### src/rtl/psw_pkg.sv
// Shared PSW definitions: flag bit positions, branch condition codes and the
// branch unit FSM encoding. Also imported by the ALU flag block.
package psw_pkg;

    localparam int PSW_CY = 7;
    localparam int PSW_AC = 6;
    localparam int PSW_OV = 2;
    localparam int PSW_P  = 0;

    typedef enum logic [2:0] {
        COND_JC   = 3'd0,
        COND_JNC  = 3'd1,
        COND_JZ   = 3'd2,
        COND_JNZ  = 3'd3,
        COND_JOV  = 3'd4,
        COND_JNOV = 3'd5,
        COND_JAC  = 3'd6,
        COND_SJMP = 3'd7
    } cond_e;

    typedef enum logic [1:0] {
        ST_IDLE = 2'd0,
        ST_EVAL = 2'd1,
        ST_RESP = 2'd2
    } state_e;

    // Only the flags that a branch condition can test.
    typedef struct packed {
        logic cy;
        logic ac;
        logic ov;
    } cond_flags_t;

    function automatic cond_flags_t get_cond_flags(input logic [7:0] psw);
        cond_flags_t f;
        f.cy = psw[PSW_CY];
        f.ac = psw[PSW_AC];
        f.ov = psw[PSW_OV];
        return f;
    endfunction

endpackage

### src/rtl/psw_branch_unit_if.sv
// Request/response channel of the PSW branch unit: one valid/ready request
// carrying the branch operands and one valid/ready response with the result.
interface psw_branch_unit_if #(
    parameter int PC_W = 16
);
    logic            req_valid;
    logic            req_ready;
    logic [2:0]      cond;
    logic [PC_W-1:0] pc_in;
    logic [7:0]      rel;
    logic [7:0]      acc_in;
    logic            resp_valid;
    logic            resp_ready;
    logic            taken;
    logic [PC_W-1:0] target_pc;

    modport master (
        output req_valid, cond, pc_in, rel, acc_in, resp_ready,
        input  req_ready, resp_valid, taken, target_pc
    );

    modport slave (
        input  req_valid, cond, pc_in, rel, acc_in, resp_ready,
        output req_ready, resp_valid, taken, target_pc
    );
endinterface

### src/rtl/psw_cond_eval.sv
// Combinational 8051 branch condition evaluator: flags snapshot, accumulator
// and condition code in, taken out.
module psw_cond_eval
    import psw_pkg::*;
(
    input  cond_flags_t flags_i,
    input  logic [7:0]  acc_i,
    input  cond_e       cond_i,
    output logic        taken_o
);

    // NOTE: assign a default before the case so no path leaves taken_o
    // unassigned, otherwise synthesis infers a latch.
    always_comb begin
        taken_o = 1'b0;
        case (cond_i)
            COND_JC:   taken_o = flags_i.cy;
            COND_JNC:  taken_o = ~flags_i.cy;
            COND_JZ:   taken_o = (acc_i == 8'h00);
            COND_JNZ:  taken_o = (acc_i != 8'h00);
            COND_JOV:  taken_o = flags_i.ov;
            COND_JNOV: taken_o = ~flags_i.ov;
            COND_JAC:  taken_o = flags_i.ac;
            COND_SJMP: taken_o = 1'b1;
            default:   taken_o = 1'b0;
        endcase
    end

endmodule

### src/rtl/psw_branch_unit.sv
// Resolves 8051-style conditional relative jumps against a shadow PSW.
// One request in flight: IDLE accepts, EVAL resolves, RESP holds the result.
module psw_branch_unit
    import psw_pkg::*;
#(
    parameter int PC_W  = 16,
    parameter int CNT_W = 16
) (
    input  logic             clk,
    input  logic             rst_n,
    psw_branch_unit_if.slave bus,
    input  logic [7:0]       psw_in,
    input  logic             psw_load,
    output logic [7:0]       psw_shadow,
    output logic [CNT_W-1:0] req_cnt,
    output logic [CNT_W-1:0] taken_cnt,
    input  logic             cnt_clr
);

    state_e           state_q, state_d;
    logic [7:0]       psw_q;
    cond_flags_t      flags_q;
    logic [7:0]       acc_q;
    cond_e            cond_q;
    logic [PC_W-1:0]  pc_q;
    logic [7:0]       rel_q;
    logic             taken_q;
    logic [PC_W-1:0]  target_q;
    logic [CNT_W-1:0] req_cnt_q, req_cnt_d;
    logic [CNT_W-1:0] taken_cnt_q, taken_cnt_d;

    logic             accept;
    logic             eval_taken;
    logic [PC_W-1:0]  fall_pc;
    logic [PC_W-1:0]  eval_target;

    psw_cond_eval u_cond_eval (
        .flags_i (flags_q),
        .acc_i   (acc_q),
        .cond_i  (cond_q),
        .taken_o (eval_taken)
    );

    // Fall-through and relative target both wrap modulo 2^PC_W.
    assign fall_pc     = pc_q + PC_W'(2);
    assign eval_target = eval_taken ? fall_pc + {{(PC_W-8){rel_q[7]}}, rel_q}
                                    : fall_pc;

    assign accept = bus.req_valid && bus.req_ready;

    always_comb begin
        state_d        = state_q;
        bus.req_ready  = 1'b0;
        bus.resp_valid = 1'b0;
        case (state_q)
            ST_IDLE: begin
                // Held low while reset is asserted even though the state is IDLE.
                bus.req_ready = rst_n;
                if (bus.req_valid && rst_n) state_d = ST_EVAL;
            end
            ST_EVAL: state_d = ST_RESP;
            ST_RESP: begin
                bus.resp_valid = 1'b1;
                if (bus.resp_ready) state_d = ST_IDLE;
            end
            default: state_d = ST_IDLE;
        endcase
    end

    // Clear has priority over increment; both counters stick at all-ones.
    always_comb begin
        req_cnt_d   = req_cnt_q;
        taken_cnt_d = taken_cnt_q;
        if (cnt_clr) begin
            req_cnt_d   = '0;
            taken_cnt_d = '0;
        end else begin
            if (accept && (req_cnt_q != '1))
                req_cnt_d = req_cnt_q + CNT_W'(1);
            if ((state_q == ST_EVAL) && eval_taken && (taken_cnt_q != '1))
                taken_cnt_d = taken_cnt_q + CNT_W'(1);
        end
    end

    // NOTE: every register here uses non-blocking assignment so all of them
    // see pre-edge values of each other, matching the flop hardware.
    always_ff @(posedge clk or negedge rst_n) begin
        if (!rst_n) begin
            state_q     <= ST_IDLE;
            psw_q       <= 8'h00;
            flags_q     <= '0;
            acc_q       <= 8'h00;
            cond_q      <= COND_JC;
            pc_q        <= '0;
            rel_q       <= 8'h00;
            taken_q     <= 1'b0;
            target_q    <= '0;
            req_cnt_q   <= '0;
            taken_cnt_q <= '0;
        end else begin
            state_q     <= state_d;
            req_cnt_q   <= req_cnt_d;
            taken_cnt_q <= taken_cnt_d;
            if (psw_load) psw_q <= psw_in;
            if (accept) begin
                // A load in the accept cycle is visible to this request.
                flags_q <= get_cond_flags(psw_load ? psw_in : psw_q);
                acc_q   <= bus.acc_in;
                cond_q  <= cond_e'(bus.cond);
                pc_q    <= bus.pc_in;
                rel_q   <= bus.rel;
            end
            if (state_q == ST_EVAL) begin
                taken_q  <= eval_taken;
                target_q <= eval_target;
            end
        end
    end

    assign bus.taken     = taken_q;
    assign bus.target_pc = target_q;
    assign psw_shadow    = psw_q;
    assign req_cnt       = req_cnt_q;
    assign taken_cnt     = taken_cnt_q;

endmodule

### src/flat_wrapper.sv
// flat-port wrapper written by rule: the top's interface ports become plain ports
module psw_branch_unit_flat import psw_pkg::*;
#(
    parameter int PC_W  = 16,
    parameter int CNT_W = 16
)
  (clk, rst_n, psw_in, psw_load, psw_shadow, req_cnt, taken_cnt, cnt_clr, bus_req_valid, bus_cond, bus_pc_in, bus_rel, bus_acc_in, bus_resp_ready, bus_req_ready, bus_resp_valid, bus_taken, bus_target_pc);
  psw_branch_unit_if #(.PC_W(PC_W)) bus_i ();
  input  logic clk;
  input  logic rst_n;
  input  logic [7:0] psw_in;
  input  logic psw_load;
  output logic [7:0] psw_shadow;
  output logic [CNT_W-1:0] req_cnt;
  output logic [CNT_W-1:0] taken_cnt;
  input  logic cnt_clr;
  input wire logic [$bits(bus_i.req_valid)-1:0] bus_req_valid;
  input wire logic [$bits(bus_i.cond)-1:0] bus_cond;
  input wire logic [$bits(bus_i.pc_in)-1:0] bus_pc_in;
  input wire logic [$bits(bus_i.rel)-1:0] bus_rel;
  input wire logic [$bits(bus_i.acc_in)-1:0] bus_acc_in;
  input wire logic [$bits(bus_i.resp_ready)-1:0] bus_resp_ready;
  output wire logic [$bits(bus_i.req_ready)-1:0] bus_req_ready;
  output wire logic [$bits(bus_i.resp_valid)-1:0] bus_resp_valid;
  output wire logic [$bits(bus_i.taken)-1:0] bus_taken;
  output wire logic [$bits(bus_i.target_pc)-1:0] bus_target_pc;
  assign bus_i.req_valid = bus_req_valid;
  assign bus_i.cond = bus_cond;
  assign bus_i.pc_in = bus_pc_in;
  assign bus_i.rel = bus_rel;
  assign bus_i.acc_in = bus_acc_in;
  assign bus_i.resp_ready = bus_resp_ready;
  assign bus_req_ready = bus_i.req_ready;
  assign bus_resp_valid = bus_i.resp_valid;
  assign bus_taken = bus_i.taken;
  assign bus_target_pc = bus_i.target_pc;
  psw_branch_unit #(.PC_W(PC_W), .CNT_W(CNT_W)) u_core (.clk(clk), .rst_n(rst_n), .bus(bus_i), .psw_in(psw_in), .psw_load(psw_load), .psw_shadow(psw_shadow), .req_cnt(req_cnt), .taken_cnt(taken_cnt), .cnt_clr(cnt_clr));
endmodule
### config.mk
export PLATFORM = sky130hd
export DESIGN_NAME = psw_branch_unit_flat
export DESIGN_NICKNAME = d
export VERILOG_FILES = /design/src/rtl/psw_pkg.sv /design/src/rtl/psw_branch_unit_if.sv /design/src/rtl/psw_cond_eval.sv /design/src/rtl/psw_branch_unit.sv /design/src/flat_wrapper.sv
export SDC_FILE = /design/constraint.sdc
export NUM_CORES = 1
export LEC_CHECK = 0
export CAP_MARGIN = 10
export CELL_PAD_IN_SITES_DETAIL_PLACEMENT = 1
export CELL_PAD_IN_SITES_GLOBAL_PLACEMENT = 1
export CORE_AREA = 2 2 120 122
export DETAILED_ROUTE_END_ITERATION = 10
export DIE_AREA = 0 0 122 124
export PLACE_DENSITY_LB_ADDON = 0.15
export RECOVER_POWER = 100
export SLEW_MARGIN = 30
export SYNTH_ARGS = -nofsm -noshare
export SYNTH_HDL_FRONTEND = slang
export SYNTH_SLANG_ARGS = --single-unit
### constraint.sdc
create_clock -name clk -period 3.2 [get_ports clk]
set_input_delay 0.48 -clock clk [delete_from_list [all_inputs] [get_ports clk]]
set_output_delay 0.48 -clock clk [all_outputs]
set_load 0.02 [all_outputs]
* After elaboration in Yosys (flattened, before gate mapping) *
Index checks and enable logic that the tools add are counted.

operators by class
  add/subtract/negate cells = 4
  equal/unequal tests = 13
  multiplexer cells = 12
  bitwise logic cells = 2
  reductions and logical operators = 12

operators with widths
  cell                     number
  $mux W16                 5
  $add A16 B1 Y16 const B  2
  $ne A16 B16 Y1 const B   2
  $add A16 B16 Y16         1
  $add A16 B2 Y16 const B  1
  $eq A3 B3 Y1 const B     4
  $logic_not A8 Y1         1
  $mux W8                  1
  $pmux W1 S8              1
  $reduce_bool A8 Y1       1
  $eq A3 B2 Y1 const B     2
  $pmux W2 S3              1
  $logic_and A1 B1 Y1      5
  $mux W2                  2
  $reduce_bool A2 Y1       2
  $eq A3 B1 Y1 const B     1
  $logic_not A3 Y1         1
  $eq A2 B1 Y1 const B     1
  $eq A2 B2 Y1 const B     1
  $logic_not A2 Y1         1
  $mux W1                  2
  $ne A2 B1 Y1 const B     1
  $ne A2 B2 Y1 const B     1
  $not A1 Y1               2
  $reduce_and A2 Y1        1

storage, ports and cells
  register bits after elaboration = 97
  logic and storage cells = 57

* Longest topological paths before layout *
  word-level depth = 6
  gate-level depth with buffers = 13

* Modules after synthesis *
Synthesis repeated with hierarchy kept, for this count alone.

unflattened totals
  cell total of the unflattened synthesis = 487
  area total of the unflattened synthesis = 5107.4 um^2

modules (own cells, without submodules)
  module           instances  cells each  area each (um^2)  sequential area each (um^2)
  psw_branch_unit  1          474         5004.8            2427.3
  psw_cond_eval    1          13          102.6             0.0

* Worst setup path before layout *
OpenSTA, ideal clock, no wires.

  path type = reg2reg
  start = reg u_core.pc_q[3]
  end = reg u_core.target_q[15], in the netlist u_core.bus.target_pc[15]
  data arrival time = 2.776 ns
  data required time = 3.104 ns
  slack = 0.328 ns
  stages on the path, launching flop included = 14
  path buffers = 2
  path through = dfrtp_1 clkbuf_1 nand3_1 nor2_1 nand3_1 xnor2_1 ha_1 clkbuf_1 a21oi_1 o21ai_0 a21o_1 or3_1 and4_1 o31ai_1

between the ends
  word-level cells in the longest chain between the ends = 3

ends and longest elaborated chain
  what                    RTL line                source
  from (decl)             psw_branch_unit.sv:25   logic [PC_W-1:0] pc_q;
  from (signal assigned)  psw_branch_unit.sv:110  pc_q <= bus.pc_in;
  $add A16 B2 Y16 *       psw_branch_unit.sv:45   assign fall_pc = pc_q + PC_W'(2);
  $add A16 B16 Y16        psw_branch_unit.sv:46   assign eval_target = eval_taken ? fall_pc + {{(PC_W-8){rel_q[7]}}, rel_q}
  $mux W16 *              psw_branch_unit.sv:46
  to (signal assigned)    psw_branch_unit.sv:115  target_q <= eval_target;
  to (decl)               psw_branch_unit.sv:28   logic [PC_W-1:0] target_q;

Mark *: on every way between the ends. The rest lies on a longest branch, timed or not.
A chain may end at the register's enable or synchronous reset.

* Worst setup path after layout *
  start = reg u_core.pc_q[4]
  end = reg u_core.target_q[15], in the netlist u_core.bus.target_pc[15]

The elaborated chain is that of the path after synthesis.

==> impl_results.html <==
<table>
<tr><th>Metric</th><th>Value</th></tr>
<tr><th colspan="2">Finish</th></tr>
<tr><td>Non-filler instance count after layout</td><td>886</td></tr>
<tr><td>Most used cells in the layout excluding fill and tap cells</td><td>151 x sky130_fd_sc_hd__nand2_1, 95 x sky130_fd_sc_hd__dfrtp_1, 61 x sky130_fd_sc_hd__dlygate4sd3_1, 45 x sky130_fd_sc_hd__clkdlybuf4s50_1, 40 x sky130_fd_sc_hd__nor2_1</td></tr>
<tr><td>Antenna Diode Count</td><td>0</td></tr>
<tr><td>Area added between synthesis and finish</td><td>30.3%</td></tr>
<tr><td>Final core area utilization</td><td>roughly half</td></tr>
<tr><td>Post-route standard cell area excluding fillers</td><td>6900 µm²</td></tr>
<tr><td>Total Nets Final</td><td>roughly 770</td></tr>
<tr><td>Fill count</td><td>1624</td></tr>
<tr><td>Leading cell type in the layout, fill and taps excluded</td><td>sky130_fd_sc_hd__nand2_1</td></tr>
<tr><td>Ratio of cells with drive above 1 in the final layout</td><td>5.52%</td></tr>
<tr><th colspan="2">Place</th></tr>
<tr><td>Port Buffers</td><td>107</td></tr>
<tr><td>GP Congestion</td><td>slightly below 0.9</td></tr>
<tr><td>Total placed instance area</td><td>roughly 6600 µm²</td></tr>
<tr><td>Worst slack, placed</td><td>~0.085 ns</td></tr>
<tr><td>Placed instance count</td><td>871</td></tr>
<tr><td>Total half-perimeter wirelength after legalization and detailed placement</td><td>~11000 µm</td></tr>
<tr><th colspan="2">Power and ir drop</th></tr>
<tr><td>Clock network fraction of total power</td><td>about a quarter</td></tr>
<tr><td>Cell-internal power</td><td>approximately 2.8 mW</td></tr>
<tr><td>Leak</td><td>between 3 and 4 nW</td></tr>
<tr><td>PwrDens</td><td>roughly 670 nW/µm²</td></tr>
<tr><td>Share of power burned in registers</td><td>35.9%</td></tr>
<tr><td>Proportion of power drawn by combinational gates</td><td>40.5%</td></tr>
<tr><td>PnR Total Power</td><td>about 4.6 mW</td></tr>
<tr><td>Switching share of power</td><td>between 30 and 40%</td></tr>
<tr><td>Peak supply drop</td><td>about 0.00026 V</td></tr>
<tr><td>Switching component of the power</td><td>about 1.8 mW</td></tr>
<tr><th colspan="2">Worst hold path</th></tr>
<tr><td>Tightest Hold Check Type</td><td>in -&gt; async</td></tr>
<tr><th colspan="2">Job</th></tr>
<tr><td>Number of violations of the max-capacitance limit</td><td>0</td></tr>
<tr><th colspan="2">Timing</th></tr>
<tr><td>Post-layout min period</td><td>around 3 ns</td></tr>
<tr><td>Maximum clock frequency</td><td>about 0.33 GHz</td></tr>
<tr><td>Actual transition at the worst max-transition pin</td><td>1.41 ns</td></tr>
<tr><td>TNS Setup</td><td>0 ns</td></tr>
<tr><td>Total of endpoints with negative setup slack in the final report</td><td>0</td></tr>
<tr><td>Worst-case hold slack</td><td>between 0.3 and 0.4 ns</td></tr>
<tr><td>Total count of hold-check failures in the final report</td><td>0</td></tr>
<tr><td>Relative slew slack</td><td>under 10%</td></tr>
<tr><td>Final worst-path setup slack</td><td>about 0.18 ns</td></tr>
<tr><td>Max Clock Skew</td><td>0.0113 ns</td></tr>
<tr><td>Slew Viols, Final</td><td>0</td></tr>
<tr><td>RSZ-0062 raised after global routing</td><td>false</td></tr>
<tr><td>Final critical-path share of the clock period</td><td>between 90 and 100%</td></tr>
<tr><th colspan="2">Synthesis</th></tr>
<tr><td>Unique masters post-synth</td><td>45</td></tr>
<tr><td>Synthesized flop and latch total</td><td>97</td></tr>
<tr><td>Nets in the synthesized netlist</td><td>between 600 and 700</td></tr>
<tr><td>Yosys warnings</td><td>0</td></tr>
<tr><td>Post-synthesis area per instance</td><td>just under 9 µm²</td></tr>
<tr><td>Total standard cell area after synthesis</td><td>about 5300 µm²</td></tr>
<tr><td>Primary FF master, synth</td><td>sky130_fd_sc_hd__dfrtp_1</td></tr>
<tr><td>Post-synthesis cell count</td><td>approximately 600</td></tr>
<tr><td>Share of the yosys chip area belonging to registers</td><td>a little under half</td></tr>
<tr><td>Ys async rst share</td><td>100%</td></tr>
<tr><td>EDFF count, synth</td><td>0</td></tr>
<tr><th colspan="2">Route</th></tr>
<tr><td>WL final</td><td>~14000 µm</td></tr>
<tr><td>Routed Antenna Nets</td><td>0</td></tr>
<tr><td>DR WL/cell</td><td>about 16 µm</td></tr>
<tr><td>Drt first pass iters</td><td>4</td></tr>
<tr><td>Vias</td><td>4571</td></tr>
<tr><td>Final routed DRC violation total</td><td>0</td></tr>
<tr><td>Count of routing violations after the opening detailed-route iteration</td><td>between 200 and 250</td></tr>
<tr><td>Via density per instance</td><td>between 5 and 6</td></tr>
<tr><th colspan="2">Clocking</th></tr>
<tr><td>Clock Pin Slew Worst Setup and Hold Paths</td><td>~0.07 ns</td></tr>
<tr><td>Number of buffers inserted during clock tree synthesis</td><td>9</td></tr>
<tr><td>Maximum clock insertion buffer count</td><td>2</td></tr>
<tr><td>Root Buffer Master</td><td>sky130_fd_sc_hd__clkbuf_16</td></tr>
<tr><td>H-Tree Level Count</td><td>3</td></tr>
<tr><td>Clock sink count</td><td>97</td></tr>
<tr><td>Clock tree from TritonCTS</td><td>done</td></tr>
<tr><td>Clk Latency, worst-skew pair</td><td>between 0.3 and 0.4 ns</td></tr>
<tr><td>Number of buffers inserted to repair setup after CTS</td><td>0</td></tr>
<tr><th colspan="2">Floorplan</th></tr>
<tr><td>Die extent in y</td><td>124 µm</td></tr>
<tr><td>Area inside the core boundary</td><td>13700 µm²</td></tr>
<tr><td>Placement Rows</td><td>between 40 and 50</td></tr>
<tr><td>Number of I/O pins</td><td>between 100 and 150</td></tr>
<tr><td>Horizontal die dimension</td><td>122 µm</td></tr>
<tr><td>Die Area</td><td>15100 µm²</td></tr>
<tr><td>Initial core utilization</td><td>38.6%</td></tr>
<tr><th colspan="2">Setup path</th></tr>
<tr><td>Worst Setup End Kind</td><td>flip-flop</td></tr>
<tr><td>Family of cells with the greatest summed delay on the critical path</td><td>simple AND/OR/NAND/NOR gates</td></tr>
<tr><td>Slowest-stage cell, CP</td><td>sky130_fd_sc_hd__dfrtp_1</td></tr>
<tr><td>Required time of the critical path</td><td>between 3 and 4 ns</td></tr>
<tr><td>Most frequent cell on the critical path</td><td>sky130_fd_sc_hd__nand3_1</td></tr>
<tr><td>Crit start category</td><td>flip-flop</td></tr>
<tr><td>Worst path buffer plus inverter count</td><td>0</td></tr>
<tr><td>Crit path arrival time</td><td>3.27 ns</td></tr>
<tr><td>Biggest fanout along the worst timing path</td><td>7</td></tr>
<tr><td>Stage delay of the slowest cell on the critical path</td><td>between 0.4 and 0.5 ns</td></tr>
<tr><td>Path type of the worst setup path</td><td>reg -&gt; reg</td></tr>
<tr><td>Cells along the critical path</td><td>nand3_1 -&gt; nor2_4 -&gt; nand3_1 -&gt; xnor2_2 -&gt; ha_1 -&gt; a21oi_1 -&gt; o21ai_0 -&gt; a21o_1 -&gt; or3_1 -&gt; and4_1 -&gt; o31ai_1</td></tr>
<tr><th colspan="2">Global route</th></tr>
<tr><td>Antenna violations before repair</td><td>0</td></tr>
<tr><td>Number of global-route vias before repair</td><td>about 4800</td></tr>
<tr><td>Global-route usage over all layers</td><td>between 20 and 25%</td></tr>
<tr><td>Global-route wire length before repair</td><td>about 24000 µm</td></tr>
<tr><td>Residual overflow from global routing</td><td>0</td></tr>
<tr><td>Maximum number of pins on one net before global-route repair</td><td>58</td></tr>
<tr><th colspan="2">Run status</th></tr>
<tr><td>Result of the run</td><td>finished, final reports clean</td></tr>
</table>
[repair_timing]
item,4_1_cts,5_1_grt
resized for setup,0,6
hold buffers,0,0
setup endpoints to repair,0,2
[path summary, 6_finish.rpt]
check	start	endpoint	slack, ns	cells past startpoint
max in group asynchronous	rst_n	u_core.pc_q[3]$_DFFE_PN0P_	1.03	3
setup / recovery	u_core.pc_q[4]$_DFFE_PN0P_	u_core.bus.target_pc[15]$_DFFE_PN0N_	0.18	11
hold / removal	rst_n	u_core.taken_cnt[11]$_DFFE_PN0P_	0.30	2
setup reg to reg	u_core.pc_q[4]$_DFFE_PN0P_	u_core.bus.target_pc[15]$_DFFE_PN0N_	0.18	11
hold reg to reg	u_core.bus.taken$_DFFE_PN0N_	u_core.bus.taken$_DFFE_PN0N_	0.47	2
min in group clk	u_core.bus.taken$_DFFE_PN0N_	u_core.bus.taken$_DFFE_PN0N_	0.47	2
[routing by layer]
layer	part of all wire [%]	up-vias	GRT usage (%)
li1	-	2262	-
met1	48	2210	27.4
met2	47	84	34.1
met3	3.4	15	2.79
met4	1.5	0	6.18
met5	0	-	0
[cell type report]
type / count / area [µm²] / area share [%]
multi-input combinational: 459 / 2740 / 39.7
sequential: 97 / 2430 / 35.2
timing repair buffer: 124 / 1170 / 17.0
clock buffer: 10 / 229 / 3.32
tap: 180 / 225 / 3.26
clock inverter: 5 / 65.1 / 0.943
inverter: 11 / 41.3 / 0.598
[synthesized netlist by cell type (10+ instances only)]
| library cell | number | area share [%] |
|---|---|---|
| sky130_fd_sc_hd__o21ai_0 | 28 | 2.6 |
| sky130_fd_sc_hd__nand3_1 | 26 | 2.5 |
| sky130_fd_sc_hd__nand2_1 | 151 | 11 |
| sky130_fd_sc_hd__ha_1 | 22 | 5.2 |
| sky130_fd_sc_hd__xor2_1 | 24 | 4.0 |
| sky130_fd_sc_hd__a21oi_1 | 24 | 2.3 |
| sky130_fd_sc_hd__inv_1 | 10 | 0.71 |
| sky130_fd_sc_hd__a211oi_1 | 12 | 1.7 |
| sky130_fd_sc_hd__nor2_1 | 41 | 2.9 |
| sky130_fd_sc_hd__dfrtp_1 | 97 | 46 |
| sky130_fd_sc_hd__clkbuf_1 | 25 | 1.8 |
| sky130_fd_sc_hd__xnor2_1 | 24 | 4.0 |
[power by group through the flow]
stage                     logic, mW  clock network, mW  registers [mW]
final                          1.88               1.10            1.66
after floorplan                1.05                  0            1.77
after global placement         1.87                  0            1.68
after detailed placement       1.93                  0            1.69
after global routing           2.09               1.17            1.70
after CTS                      1.94               1.13            1.67
[flip-flops by register name, indices dropped and copies added, names as in the netlist]
register,count
u_core.state_q,2
u_core.bus.target_pc,16
u_core.bus.taken,1
u_core.cond_q,3
u_core.psw_shadow,8
u_core.pc_q,16
u_core.rel_q,8
u_core.req_cnt,16
u_core.acc_q,8
u_core.flags_q,3
u_core.taken_cnt,16
[worst reg2reg max path: cells and delay by family (launching register included)]
kind	cells	cell delay (ns)
AO/OA/AOI/OAI	4	0.87
adder cells (fa/ha/maj)	1	0.39
XOR/XNOR	1	0.18
flip-flops	1	0.45
AND/OR/NAND/NOR	5	1.04
[cell families (layout without fill, tap and decap cells)]
| logic type | count (synthesis) | count (layout) | share of synthesized area, % |
|---|---|---|---|
| XOR/XNOR | 48 | 48 | 7.94 |
| adder cells (fa/ha/maj) | 23 | 23 | 5.57 |
| AO/OA/AOI/OAI | 93 | 93 | 11.0 |
| multiplexers | 15 | 15 | 3.05 |
| buffers and inverters | 39 | 150 | 2.79 |
| AND/OR/NAND/NOR | 280 | 280 | 23.9 |
| flip-flops | 97 | 97 | 45.8 |
No activity file was read; power rests on OpenSTA's default activity.
